[src/rtl/cobs_decode.sv]
// Receive-side COBS deframer: 0x00-delimited COBS blocks in, decoded payload bytes out.
// A one-byte hold register delays each byte until its successor or the delimiter arrives, so o_last is exact.
module cobs_decode #(
    parameter int DW            = 8,
    parameter bit SYNC_ON_RESET = 1'b1
) (
    input  logic          clk,
    input  logic          rst,
    input  logic [DW-1:0] i_data,
    input  logic          i_valid,
    output logic          o_ready,
    output logic [DW-1:0] o_data,
    output logic          o_valid,
    input  logic          i_ready,
    output logic          o_last,
    output logic          o_err
);

    localparam logic [1:0] ST_SYNC = 2'd0;
    localparam logic [1:0] ST_CODE = 2'd1;
    localparam logic [1:0] ST_DATA = 2'd2;

    localparam logic [DW-1:0] ONE  = DW'(1);
    localparam logic [DW-1:0] ALL1 = '1;

    logic [1:0]    state_reg, state_next;
    logic [DW-1:0] cnt_reg, cnt_next;
    logic          ff_reg, ff_next;
    logic          pend_zero_reg, pend_zero_next;
    logic [DW-1:0] hold_reg, hold_next;
    logic          hold_valid_reg, hold_valid_next;
    logic [DW-1:0] out_data_reg, out_data_next;
    logic          out_last_reg, out_last_next;
    logic          out_valid_reg, out_valid_next;
    logic          err_reg, err_next;

    logic          accept;
    logic          in_zero;
    logic          push_en;
    logic [DW-1:0] push_byte;
    logic          flush_en;

    assign o_ready = ~out_valid_reg | i_ready;
    assign accept  = i_valid & o_ready;
    assign in_zero = (i_data == '0);

    always_comb begin
        state_next      = state_reg;
        cnt_next        = cnt_reg;
        ff_next         = ff_reg;
        pend_zero_next  = pend_zero_reg;
        hold_next       = hold_reg;
        hold_valid_next = hold_valid_reg;
        out_data_next   = out_data_reg;
        out_last_next   = out_last_reg;
        out_valid_next  = out_valid_reg & ~i_ready;
        err_next        = 1'b0;
        push_en         = 1'b0;
        push_byte       = '0;
        flush_en        = 1'b0;

        if (accept) begin
            case (state_reg)
                ST_SYNC: begin
                    if (in_zero) state_next = ST_CODE;
                end
                ST_CODE: begin
                    if (in_zero) begin
                        flush_en       = 1'b1;
                        pend_zero_next = 1'b0;
                    end else begin
                        // The zero implied by the previous block is only real once another code byte shows up
                        if (pend_zero_reg) begin
                            push_en   = 1'b1;
                            push_byte = '0;
                        end
                        cnt_next = i_data - ONE;
                        ff_next  = (i_data == ALL1);
                        if (i_data == ONE) begin
                            pend_zero_next = 1'b1;
                        end else begin
                            pend_zero_next = 1'b0;
                            state_next     = ST_DATA;
                        end
                    end
                end
                ST_DATA: begin
                    if (in_zero) begin
                        flush_en       = 1'b1;
                        err_next       = 1'b1;
                        pend_zero_next = 1'b0;
                        state_next     = ST_CODE;
                    end else begin
                        push_en   = 1'b1;
                        push_byte = i_data;
                        cnt_next  = cnt_reg - ONE;
                        if (cnt_reg == ONE) begin
                            pend_zero_next = ~ff_reg;
                            state_next     = ST_CODE;
                        end
                    end
                end
                default: state_next = ST_CODE;
            endcase
        end

        // An accept implies the output register is free this cycle, so moving hold->output never drops data
        if (push_en) begin
            if (hold_valid_reg) begin
                out_data_next  = hold_reg;
                out_last_next  = 1'b0;
                out_valid_next = 1'b1;
            end
            hold_next       = push_byte;
            hold_valid_next = 1'b1;
        end
        if (flush_en && hold_valid_reg) begin
            out_data_next   = hold_reg;
            out_last_next   = 1'b1;
            out_valid_next  = 1'b1;
            hold_valid_next = 1'b0;
        end
    end

    always_ff @(posedge clk) begin
        if (!rst) begin
            state_reg      <= SYNC_ON_RESET ? ST_SYNC : ST_CODE;
            cnt_reg        <= '0;
            ff_reg         <= 1'b0;
            pend_zero_reg  <= 1'b0;
            hold_reg       <= '0;
            hold_valid_reg <= 1'b0;
            out_data_reg   <= '0;
            out_last_reg   <= 1'b0;
            out_valid_reg  <= 1'b0;
            err_reg        <= 1'b0;
        end else begin
            state_reg      <= state_next;
            cnt_reg        <= cnt_next;
            ff_reg         <= ff_next;
            pend_zero_reg  <= pend_zero_next;
            hold_reg       <= hold_next;
            hold_valid_reg <= hold_valid_next;
            out_data_reg   <= out_data_next;
            out_last_reg   <= out_last_next;
            out_valid_reg  <= out_valid_next;
            err_reg        <= err_next;
        end
    end

    assign o_data  = out_data_reg;
    assign o_last  = out_last_reg;
    assign o_valid = out_valid_reg;
    assign o_err   = err_reg;

endmodule

[config.mk]
export PLATFORM = sky130hd
export DESIGN_NAME = cobs_decode
export DESIGN_NICKNAME = d
export VERILOG_FILES = /design/src/rtl/cobs_decode.sv
export SDC_FILE = /design/constraint.sdc
export NUM_CORES = 1
export LEC_CHECK = 0
export CELL_PAD_IN_SITES_DETAIL_PLACEMENT = 1
export CELL_PAD_IN_SITES_GLOBAL_PLACEMENT = 2
export CORE_AREA = 2 2 74 76
export CTS_BUF_LIST = sky130_fd_sc_hd__clkbuf_4 sky130_fd_sc_hd__clkbuf_8 sky130_fd_sc_hd__clkbuf_16
export CTS_CLUSTER_SIZE = 12
export DETAILED_ROUTE_END_ITERATION = 10
export DIE_AREA = 0 0 76 78
export PLACE_DENSITY = 0.79
export SYNTH_ARGS = -nofsm -noshare
export SYNTH_HDL_FRONTEND = slang
export SYNTH_SLANG_ARGS = --single-unit
[constraint.sdc]
create_clock -name clk -period 3.4 [get_ports clk]
set_clock_uncertainty 0.15 [all_clocks]
set_input_delay 0.68 -clock clk [delete_from_list [all_inputs] [get_ports clk]]
set_output_delay 0.68 -clock clk [all_outputs]
set_load 0.005 [all_outputs]
==> results_dict.tcl <==
set metrics [dict create \
    outcome "finished clean" \
    drtAntennaViolNets 0 \
    io_pins 24 \
    n_antenna_cell 0 \
    fin_crit_sh_pct 85.60 \
    clock_latency_ps 290 \
    critical_path_class "primary input to flop" \
    die-area_sq_um 5928 \
    initial_core_util_pct 34.24 \
    synth_area_leader_cell "dfxtp_1" \
    synthTopCellsByArea "dfxtp_1 (37%), a21oi_1 (6.1%), ha_1 (5.8%)" \
    tns_ps 0 \
    placed_area_sq_um 2041 \
    hold_buffers 0 \
    hold_path.class "flop to flop" \
    synthAdderAreaFrac_pct 5.797 \
    vias_per_cell 5.258 \
    cts_resized 0 \
    drt-total-wl_microns 4617 \
    die_h_microns 78 \
    post_synth_xor_area_fraction_pct 2.536 \
    drc 0 \
    grt_max_degree 29 \
    numCtsBuffers 5 \
    yosysSeqAreaShare_pct 37.10 \
    leakagePower_nw 0.7216 \
    synth_edf_count 0 \
    worst_slew_pin_slew_ps 1053 \
    setup_viol 0 \
    ir_drop_v 0.0001788 \
    drive_gt1_share_pct 11.56 \
    syn_nets 218 \
    pwr_density_cell_nw_per_um2 335.2 \
    cts_tree "done" \
    clock-sinks 32 \
    antenna_found_initial 0 \
    hold_violations 0 \
    grt_usage_pct 16.42 \
    required_ps 3400 \
    synthCells 198 \
    io_buffers 23 \
    synth_cell_types 52 \
    slew_viol_final 0 \
    netlist_area_sq_um 1727 \
    synth_top_family_by_area "simple AND/OR/NAND/NOR gates" \
    gp_congestion 0.8337 \
    cp-end-kind "flop" \
    gr-total-overflow 0 \
    yosysWarnings 0 \
    max_freq_mhz 343.6 \
    vias 1551 \
    grt_pass1_vias 1600 \
    critPathLaunchType "primary input" \
    final_design_area_no_fill_sq_um 2122 \
    clk_pin_slew_ps 60 \
    firstDrtPassIters 4 \
    fin_crit_ps 2910 \
    synthMuxAreaShare_pct 5.797 \
    rsz0062_at_grt "false" \
    avgSynthCellArea_sq_um 8.720 \
    htree_levels 2 \
    dp_hpwl_microns 3393 \
    drv_cap 0 \
    ys_ff_latch 32 \
    cts_buffer_depth 2 \
    crit_arrival_ps 2910 \
    ys.flop_type "dfxtp_1" \
    wire_per_inst_microns 15.65 \
    worstPathMaxFanout 9 \
    die_w_microns 76 \
    synth_simple_gate_area_share_pct 22.97 \
    grt_pass1_wl_microns 7824 \
    synth_compound_area_share_pct 20.14 \
    timing.slew.headroom_pct 29.81 \
    postSynth.asyncResetShare_pct 0 \
    synth_top_area_share_pct 37.10 \
    placement_rows 26 \
    core_area_sq_um 5042 \
    cts_root_buf "clkbuf_8" \
    cts_setup_buffers 0 \
    area_growth_pct 22.90 \
    drtIter0Drc 72 \
    nets 245 \
]
where the power goes:
group | leakage, nW | total, W | internal (W) | switching (W)
Clock | 0.0445 | 0.000284 | 0.000147 | 0.000137
Combinational | 0.420 | 0.0000520 | 0.0000233 | 0.0000287
Sequential | 0.258 | 0.000375 | 0.000375 | 0.000000313
Total | 0.722 | 0.000711 | 0.000545 | 0.000166
per-layer routing:
| metal | global-route usage (%) | part of all wire, % | vias up |
|---|---|---|---|
| met3 | 3.256 | 3.0 | 6 |
| met2 | 28.57 | 49 | 28 |
| li1 | - | - | 759 |
| met4 | 5.091 | 1.2 | 0 |
| met1 | 20.53 | 47 | 758 |
| met5 | 0 | 0 | - |
synth_stat cells, types with 3 or more instances:
cell type	number
dfxtp_1	32
ha_1	8
mux2i_1	10
nand2b_1	9
inv_1	7
clkbuf_1	4
nor2_1	21
o21ai_0	10
nand4_1	5
xor2_1	3
buf_2	3
a21oi_1	21
nand2_1	7
nor3_1	3
nand3_1	11
per-stage QoR:
stage	std cells	hold slack (ps)	total power [W]	utilization, %	setup WS (ps)
floorplan	198	295.2	0.0004063	-	845.3
global placement	288	305.3	0.0004336	40.47	304.5
detailed placement	288	315.0	0.0004357	40.47	188.8
CTS	295	325.6	0.0007187	42.08	485.0
global route	295	343.4	0.0007414	42.08	340.0
finish	295	321.8	0.0007114	42.08	489.6
critical path, stage by stage:
cell             delay [ps]
clkdlybuf4s50_1         480
inv_1                   110
ha_1                    260
or3b_1                  390
or2_1                   360
a21oi_2                 160
buf_4                   210
mux2i_1                 220
nor2_1                   50
area by class of cell:
class                           instances  area (sq um)
Sequential cell                        32         640.6
Inverter                                9         33.78
Clock buffer                            6         76.32
Timing Repair Buffer                   31         290.3
Multi-Input combinational cell        146         988.4
Clock inverter                          1         5.005
Fill cell                             597          2920
Tap cell                               70         87.58
worst paths after layout:
check,startpoint,endpoint,slack [ps],depth (start not counted)
hold reg to reg,hold_reg[2],hold_reg[2],320,2
setup / recovery,i_data[1],o_data[2],490,9
hold / removal,hold_reg[2],hold_reg[2],320,2
setup reg to reg,state_reg[0],hold_reg[0],750,7
cell usage in the layout (no fill, tap or decap), types with 7 or more instances in the layout:
master and instances:
dfxtp_1 32, clkdlybuf4s50_1 23, nor2_1 21, a21oi_1 21, nand3_1 11, mux2i_1 10
o21ai_0 10, nand2b_1 9, ha_1 8, buf_4 8, inv_1 7, nand2_1 7
kinds of logic after synthesis:
family / after synthesis
adder cells (fa/ha/maj): 8
multiplexers: 10
buffers and inverters: 20
AO/OA/AOI/OAI: 51
flip-flops: 32
XOR/XNOR: 5
AND/OR/NAND/NOR: 72
(Power assumes the default switching activity.)
